$ cat src/rtl/sub_parser_seq.sv
// -----------------------------------------------------------------------------
// sub_parser_seq
// Sequential field extractor. Accepts one packet header vector plus a list of
// parse actions, applies the actions one per cycle (each copies a 2B/4B/6B
// field from a byte offset of the header into a PHV container), then presents
// the assembled container vector downstream with a valid/ready handshake.
//
// Ports
//   clk               clock, all logic on the rising edge
//   rst               synchronous active-high reset
//   hdr_vec_in        header bytes, byte k at [8k+7:8k]
//   parse_actions_in  action k at [16k+15:16k]
//   hdr_valid_in      header/actions valid
//   hdr_ready_out     block can accept (IDLE only)
//   phv_out           assembled containers (2B @0, 4B @128, 6B @384)
//   parse_err_out     at least one action was out of range
//   phv_valid_out     phv_out/parse_err_out valid
//   phv_ready_in      downstream accepts phv_out
// -----------------------------------------------------------------------------
module sub_parser_seq #(
    parameter int C_HDR_WIDTH      = 1024,
    parameter int C_NUM_ACTIONS    = 10,
    parameter int C_ACTION_WIDTH   = 16,
    parameter int C_PHV_CONT_WIDTH = 768
) (
    input  logic                                    clk,
    input  logic                                    rst,
    input  logic [C_HDR_WIDTH-1:0]                  hdr_vec_in,
    input  logic [C_NUM_ACTIONS*C_ACTION_WIDTH-1:0] parse_actions_in,
    input  logic                                    hdr_valid_in,
    output logic                                    hdr_ready_out,
    output logic [C_PHV_CONT_WIDTH-1:0]             phv_out,
    output logic                                    parse_err_out,
    output logic                                    phv_valid_out,
    input  logic                                    phv_ready_in
);

    localparam int C_HDR_BYTES = C_HDR_WIDTH / 8;
    localparam int C_IDX_W     = $clog2(C_NUM_ACTIONS + 1);
    localparam logic [C_IDX_W-1:0] C_IDX_END = C_IDX_W'(C_NUM_ACTIONS);
    localparam int C_NUM_CONT  = 8;
    localparam int C_BASE_4B   = 128;
    localparam int C_BASE_6B   = 384;

    typedef enum logic [1:0] {
        ST_IDLE,
        ST_EXTRACT,
        ST_OUTPUT
    } state_t;

    state_t                        state_reg, state_next;
    logic [C_IDX_W-1:0]            idx_reg, idx_next;
    logic                          act_vld_reg, act_vld_next;
    logic [C_PHV_CONT_WIDTH-1:0]   phv_reg, phv_next;
    logic                          err_reg, err_next;
    logic                          hdr_load;
    logic                          fetch_en;

    // Latched header and action list; the action list is read through a
    // registered port, so each action is applied the cycle after it is fetched.
    logic [C_HDR_WIDTH-1:0]        hdr_reg;
    logic [C_ACTION_WIDTH-1:0]     act_mem [C_NUM_ACTIONS];
    logic [C_ACTION_WIDTH-1:0]     act_reg;
    logic [C_ACTION_WIDTH-1:0]     act_in  [C_NUM_ACTIONS];

    genvar gi;
    generate
        for (gi = 0; gi < C_NUM_ACTIONS; gi++) begin : g_unpack
            assign act_in[gi] = parse_actions_in[gi*C_ACTION_WIDTH +: C_ACTION_WIDTH];
        end
    endgenerate

    // ---------------- action decode ----------------
    logic [6:0]  act_offset;
    logic [1:0]  act_type;
    logic [2:0]  act_cont;
    logic        act_en;
    logic [8:0]  act_end_byte;
    logic        act_in_range;
    logic        do_write;
    logic        err_set;
    logic [47:0] field;
    logic [C_HDR_WIDTH+47:0] hdr_pad;
    logic        unused_rsvd;

    assign act_offset   = act_reg[12:6];
    assign act_type     = act_reg[5:4];
    assign act_cont     = act_reg[3:1];
    assign unused_rsvd  = &{1'b0, act_reg[15:13]};
    assign act_en       = act_vld_reg && act_reg[0] && (act_type != 2'b00);
    // Field length in bytes is twice the type code (2/4/6).
    assign act_end_byte = 9'(act_offset) + 9'({act_type, 1'b0});
    assign act_in_range = (act_end_byte <= 9'(C_HDR_BYTES));
    assign do_write     = act_en && act_in_range;
    assign err_set      = act_en && !act_in_range;

    // Zero padding keeps the 48-bit window in bounds for offsets near the
    // end of the header; only the low 2B/4B are used for narrower fields.
    assign hdr_pad = {48'd0, hdr_reg};
    assign field   = hdr_pad[{act_offset, 3'b000} +: 48];

    logic [C_NUM_CONT-1:0] we2, we4, we6;
    generate
        for (gi = 0; gi < C_NUM_CONT; gi++) begin : g_we
            assign we2[gi] = do_write && (act_type == 2'b01) && (act_cont == 3'(gi));
            assign we4[gi] = do_write && (act_type == 2'b10) && (act_cont == 3'(gi));
            assign we6[gi] = do_write && (act_type == 2'b11) && (act_cont == 3'(gi));
        end
    endgenerate

    // ---------------- state register ----------------
    always_ff @(posedge clk) begin
        if (rst) begin
            state_reg   <= ST_IDLE;
            idx_reg     <= '0;
            act_vld_reg <= 1'b0;
            phv_reg     <= '0;
            err_reg     <= 1'b0;
        end else begin
            state_reg   <= state_next;
            idx_reg     <= idx_next;
            act_vld_reg <= act_vld_next;
            phv_reg     <= phv_next;
            err_reg     <= err_next;
        end
    end

    // Data storage needs no reset: it is only consumed after a fresh load.
    always_ff @(posedge clk) begin
        if (hdr_load) begin
            hdr_reg <= hdr_vec_in;
            for (int k = 0; k < C_NUM_ACTIONS; k++) begin
                act_mem[k] <= act_in[k];
            end
        end
        if (fetch_en) begin
            act_reg <= act_mem[idx_reg];
        end
    end

    // ---------------- next-state / datapath ----------------
    always_comb begin
        state_next   = state_reg;
        idx_next     = idx_reg;
        act_vld_next = act_vld_reg;
        phv_next     = phv_reg;
        err_next     = err_reg;
        hdr_load     = 1'b0;
        fetch_en     = 1'b0;

        case (state_reg)
            ST_IDLE: begin
                if (hdr_valid_in) begin
                    hdr_load     = 1'b1;
                    phv_next     = '0;
                    err_next     = 1'b0;
                    idx_next     = '0;
                    act_vld_next = 1'b0;
                    state_next   = ST_EXTRACT;
                end
            end

            ST_EXTRACT: begin
                // Apply the action fetched last cycle; in-order application
                // makes the highest index win on a shared container.
                for (int i = 0; i < C_NUM_CONT; i++) begin
                    if (we2[i]) phv_next[16*i +: 16]             = field[15:0];
                    if (we4[i]) phv_next[C_BASE_4B+32*i +: 32]   = field[31:0];
                    if (we6[i]) phv_next[C_BASE_6B+48*i +: 48]   = field;
                end
                if (err_set) begin
                    err_next = 1'b1;
                end

                if (idx_reg < C_IDX_END) begin
                    fetch_en     = 1'b1;
                    idx_next     = idx_reg + C_IDX_W'(1);
                    act_vld_next = 1'b1;
                end else begin
                    // Last fetched action is applied on this edge.
                    idx_next     = '0;
                    act_vld_next = 1'b0;
                    state_next   = ST_OUTPUT;
                end
            end

            ST_OUTPUT: begin
                if (phv_ready_in) begin
                    state_next = ST_IDLE;
                end
            end

            default: begin
                state_next = ST_IDLE;
            end
        endcase
    end

    assign hdr_ready_out = (state_reg == ST_IDLE);
    assign phv_valid_out = (state_reg == ST_OUTPUT);
    assign phv_out       = phv_reg;
    assign parse_err_out = err_reg;

endmodule

$ cat config.mk
export PLATFORM = sky130hd
export DESIGN_NAME = sub_parser_seq
export DESIGN_NICKNAME = d
export VERILOG_FILES = /design/src/rtl/sub_parser_seq.sv
export SDC_FILE = /design/constraint.sdc
export NUM_CORES = 2
export LEC_CHECK = 0
export BUFFER_PORTS_ARGS = -buffer_cell sky130_fd_sc_hd__buf_4
export CORE_AREA = 2 2 771 773
export CTS_BUF_LIST = sky130_fd_sc_hd__clkbuf_8
export CTS_CLUSTER_DIAMETER = 40
export DETAILED_ROUTE_END_ITERATION = 10
export DIE_AREA = 0 0 773 775
export RECOVER_POWER = 25
export SYNTH_ARGS = -nofsm -noshare
export SYNTH_HDL_FRONTEND = slang
export SYNTH_SLANG_ARGS = --single-unit
$ cat constraint.sdc
create_clock -name clk -period 33.1 [get_ports clk]
set_clock_uncertainty 0.1 [all_clocks]
set_input_delay 1.655 -clock clk [delete_from_list [all_inputs] [get_ports clk]]
set_output_delay 1.655 -clock clk [all_outputs]
set_load 0.005 [all_outputs]
**Word level (Yosys, flattened, before mapping)**

Memories as Yosys holds them, arrays and structs flattened. A register that Yosys moved wholly into a read port is not among the register bits.
Cells that the tools add are included.

- Muxes and demuxes: 43
- Order comparisons: 2
- Equality and inequality tests: 40
- Reductions and logical operators: 63
- $add $sub $neg: 2
- Shift-type cells: 1

Operators with widths:

| kind | count |
|---|---|
| one-hot mux 768 bit (2 select lines) | 1 |
| indexed part select 1072 x 11 -> 48 bit | 1 |
| 2-to-1 mux 768 bit | 1 |
| 2-to-1 mux 48 bit | 8 |
| 2-to-1 mux 32 bit | 8 |
| 2-to-1 mux 16 bit | 8 |
| AND reduction 3 bit | 26 |
| inequality test 2 bit, second input constant | 27 |
| logical AND 1 bit | 31 |
| == test 3 bit, second input constant | 4 |
| adder 7 x 3 -> 8 bit | 1 |
| less-or-equal comparator 8 bit, second input constant | 1 |
| 2-to-1 mux 1 bit | 8 |
| 2-to-1 mux 4 bit | 2 |
| one-hot mux 4 bit (2 select lines) | 1 |
| == test 2 bit, second input constant | 3 |
| == test 3 x 2 -> 1 bit, second input constant | 2 |
| 2-to-1 mux 2 bit | 3 |
| one-hot mux 2 bit (3 select lines) | 1 |
| adder 4 x 1 -> 4 bit, second input constant | 1 |
| == test 2 x 1 -> 1 bit, second input constant | 2 |
| < comparator 4 bit, second input constant | 1 |
| one-hot mux 1 bit (2 select lines) | 2 |
| nonzero test 2 bit | 2 |
| other kinds (6) | 6 |

- Memories: 1
- Output and inout port bits: 771
- Bits in writable memories: 160
- Register bits: 1,800
- Bits of input ports: 1,188

Memories:

| name | words | width | rd ports | clocked after Yosys merged registers in | write ports | RTL line | RTL |
|---|---|---|---|---|---|---|---|
| act_mem | 10 | 16 | 1 | 1 | 10 | 62 | `logic [C_ACTION_WIDTH-1:0] act_mem [C_NUM_ACTIONS];` |

**Logic depth before layout (Yosys ltp)**

- Word-level depth: 7
- Mapped depth: 19
- Gate-level depth less buffers: 10

**Worst setup path after synthesis**

No wires, ideal clock.

- Path type: input -> register
- Start point: input hdr_valid_in
- End point: memory act_mem[0][0], enable pin
- Path slack: -2,194 ps
- Data arrival time: 33,227 ps
- Cell stages on the path: 4
- Library setup time: 1,967 ps
- Required time: 31,033 ps
- Path buffers: 2
- Cells stage by stage: nand2_1 -> clkbuf_1 -> clkinv_1 -> clkbuf_1

RTL lines:

| element | RTL line | RTL |
|---|---|---|
| start: declaration | 30 | `input logic hdr_valid_in,` |
| end: declaration | 62 |  |

**Final worst setup path**

- Start point: register act_reg[7] (read register of act_mem)
- End point: register phv_reg[402] (netlist: phv_out[402])

- Word-level cells in the longest chain between the ends: 7
- Elaborated cells on any way between the ends: 10
- Those cells by class: add/sub: 1; order compare: 1; eq/ne: 1; shift: 1; mux: 2; reduce/logical: 4

RTL lines:

| element | RTL line | RTL |
|---|---|---|
| start: declaration | 63 | `logic [C_ACTION_WIDTH-1:0] act_reg;` |
| adder 7 x 3 -> 8 bit | 92 | `assign act_end_byte = 9'(act_offset) + 9'({act_type, 1'b0});` |
| less-or-equal comparator 8 bit | 93 | `assign act_in_range = (act_end_byte <= 9'(C_HDR_BYTES));` |
| logical AND 1 bit | 94 | `assign do_write = act_en && act_in_range;` |
| logical AND 1 bit (2 in series) | 107 | `assign we6[gi] = do_write && (act_type == 2'b11) && (act_cont == 3'(gi));` |
| inequality test 2 bit (no line) | n/a |  |
| AND reduction 3 bit (no line) | n/a |  |
| end signal: assignment | 123 | `phv_reg <= phv_next;` |
| end: declaration | 54 | `logic [C_PHV_CONT_WIDTH-1:0] phv_reg, phv_next;` |

Several ways; a longest one is shown, not always the timed one. The select of a mux whose other input is x is not followed.
A chain may end at the register's enable or synchronous reset.

==> flow_summary_export.csv <==
group,metric,value,unit
status,status,"finished, violations left",
status,violations,"max-capacitance violations, max-slew violations",
synth,ys.warnings.count,0,
die,initial_utilization,17.4,%
synth,synth_flop_cell,"edfxtp_1",
min_path,hold_class,"flop to flop",
setup_path,startpoint,"act_reg[7]",
place,dp.cells,16800,
setup_path,slowest_delay,1060,ps
finish,nNetsFinal,10500,
clocking,htreeDepth,5,
global_routing,grt_max_degree,162,
global_routing,grt_use_total,20.8,%
drt,dr.pass1.iters,7,
timing,slew_headroom,-2.52,%
synth,synth_cell_types,107,
synth,synth_compound_area_share,12.1,%
place,place_congestion,0.893,
global_routing,grt_pass1_vias,82900,
clocking,path_clk_slew,60,ps
synth,synth-simple-area-share,6.23,%
synth,synthXorXnorAreaFrac,0,%
setup_path,path_max_fanout,153,
synth,synthAdderAreaFrac,0.0559,%
timing,slew_violations,2,
synth,synth_top_area_share,34.1,%
clocking,clk_latency,1180,ps
timing,rsz0062_at_grt,"no",
die,die_w,773,µm
setup_path,critical_path.reg2reg.startpoint,"act_reg[7]",
place,place_hpwl,512,mm
drt,remaining_drc_errors,0,
job,maxCapViolCount,1,
pwr,p_per_area,53.2,nW/µm²
synth,yosysTopAreaCell,"edfxtp_1",
synth,avgSynthCellArea,13.9,µm²
pwr,peakVddDrop,0.0374,mV
setup_path,cp-start-kind,"flop",
drt,wl_per_cell,37.0,µm
setup_path,worstSetupEndpointType,"flop",
clocking,numCtsBuffers,384,
die,die-area,599000,µm²
drt,wl,654,mm
timing,max_freq,129,MHz
die,fp.coreArea,592000,µm²
synth,synthArstFlopShare,0,%
clocking,post_cts_buffers,0,
clocking,cts.hold.buffers_added,0,
finish,largest_reg_flops,1024,
finish,stdcell_count,17600,
setup_path,critical_path.cell_chain,"buf_4, buf_12, buf_4, buf_12, mux2i_1, mux4_2, nand2_1, a311oi_1, buf_4, a41oi_1, or4_2, buf_4, a22o_1",
clocking,cts-root-buf,"clkbuf_8",
setup_path,critPathSlowestCell,"edfxtp_1",
synth,synth_edf_count,1167,
die,row_count,283,
synth,synth_area_leaders,"edfxtp_1 (34%), mux4_2 (22%), dfxtp_1 (15%), mux2i_1 (4.7%), nand2_1 (2.8%)",
synth,synth_top_family_by_area,"multiplexers",
global_routing,grt_overflow,0,
clocking,cts_tree,"built",
drt,vias_per_cell,4.90,
timing,worst_slew_pin_slew,1540,ps
setup_path,cp_data_arrival_time,8680,ps
drt,vias,86400,
synth,syn_nets,8593,
die,pin_count,1959,
setup_path,cp_common_cell,"buf_4",
timing,setup_tns,0,ps
min_path,hp-start,"phv_out[86]",
synth,synthCells,7401,
clocking,cts.path.max_buffers,4,
global_routing,antenna_found_initial,206,
timing,min_period,7770,ps
setup_path,worstPathRequired,34010,ps
drt,ant_nets,0,
timing,period_share,23.5,%
synth,synthMuxAreaShare,28.3,%
finish,multi_input_area,48900,µm²
synth,seq_area_frac_synth,49.1,%
global_routing,grt_pass1_wl,831,mm
place,port_buffers,1928,
timing,setup_viol,0,
clocking,cts.repair.resized,0,
clocking,cts_sinks,1943,
pwr,leakagePower,47.6,nW
die,die_h,775,µm
timing,final-hold-violation-count,0,
drt,drt_iter0_drc,11000,
setup_path,setup.worst_path.class,"flop to flop",
finish,seqCellArea,50600,µm²
synth,ys_seq_elements,1943,
synth,syn_area,103000,µm²
finish,drive_gt1_share,40.1,%
finish,area_delta_synth_final,30.3,%
finish,fillers,62900,
[Yosys cell counts (10+ instances only)]
master	n
edfxtp_1	1167
mux4_2	1027
dfxtp_1	776
nand2_1	774
mux2i_1	484
nor2_1	300
clkbuf_1	265
o21ai_0	238
o221ai_1	238
a22o_1	207
buf_2	188
a21oi_1	165
a211oi_1	142
o22ai_1	111
buf_4	107
nand3_1	106
a22oi_1	90
o211ai_1	85
mux2_2	81
nand2b_1	77
buf_6	62
a31oi_1	53
o21ai_1	48
nor2b_1	47
a221oi_1	42
nor3_1	33
a32oi_1	29
a221o_1	27
buf_1	26
buf_12	23
nor3b_1	19
inv_1	18
o2bb2ai_1	18
or3_1	17
a21o_1	16
a211o_1	15
buf_8	15
and2_1	14
and3_1	14
o31ai_1	14
nor4b_1	13
o221ai_2	10
[metal layers]
layer,vias to the layer above,wire length (µm),global-route usage [%]
li1,34600,-,-
met3,1711,59500,5.43
met4,78,54400,14.3
met1,43600,237000,24.1
met5,-,508,0
met2,6514,302000,33.7
[cell type report]
class | count | share of cell area, %
multi-input cells | 4746 | 36.5
clock inverters | 275 | 1.76
inverters | 26 | 0.105
clock buffers | 420 | 4.31
flip-flops and latches | 1943 | 37.7
repair buffers | 2255 | 12.0
well taps | 7837 | 7.31
diodes | 145 | 0.271
[cell usage in the layout (no fill, tap or decap), drive strengths merged, types with 19 or more instances in the layout]
cell and count:
clkbuf 1389, buf 1286, edfxtp 1167, mux4 1035
dfxtp 776, nand2 774, mux2i 484, nor2 304
o21ai 288, o221ai 248, a22o 208, a21oi 171
a211oi 147, diode 145, inv 137, o22ai 113
clkinv 113, nand3 108, a22oi 96, o211ai 87
mux2 81, nand2b 77, a31oi 54, nor2b 47
a221oi 44, nor3 38, bufinv 29, a32oi 29
a221o 28, clkinvlp 22, nor3b 19
[metrics by stage]
stage | worst slack, ps | hold WS [ps] | area (µm²) | total power [mW] | utilization [%]
finish | 25330 | 352 | 134000 | 7.13 | 22.7
global route | 25150 | 372 | 134000 | 7.36 | 22.6
CTS | 25340 | 319 | 135000 | 7.21 | 22.8
detailed placement | 25330 | 344 | 127000 | 4.57 | 21.4
global placement | 25370 | 338 | 127000 | 4.56 | 21.4
floorplan | 15350 | 345 | 103000 | 3.72 | -
[cell families after synthesis]
kind of cell | after synthesis
muxes | 1600
and+or+nand+nor | 1462
AOI/OAI and AO/OA | 1680
buffers and inverters | 712
DFF | 1943
adders and majority gates | 4
[where the power goes]
group	total, mW	internal (mW)	switching [mW]
Combinational	1.67	0.578	1.10
Sequential	2.83	2.71	0.121
Clock	2.63	1.42	1.21
Total	7.13	4.71	2.43
[critical path, delay by kind of cell, from the launching register on]
kind / cells / cell delay (ps)
muxes: 2 / 600
buffers and inverters: 6 / 3220
and+or+nand+nor: 2 / 750
DFF: 1 / 1060
AOI/OAI and AO/OA: 3 / 1360
[final timing paths]
path	endpoint	slack, ps	cells after the start
setup / recovery	phv_out[402]	25330	13
hold / removal	phv_out[86]	350	2
hold reg to reg	phv_out[86]	350	2
setup reg to reg	phv_out[402]	25330	13
No activity file was read; power rests on OpenSTA's default activity.
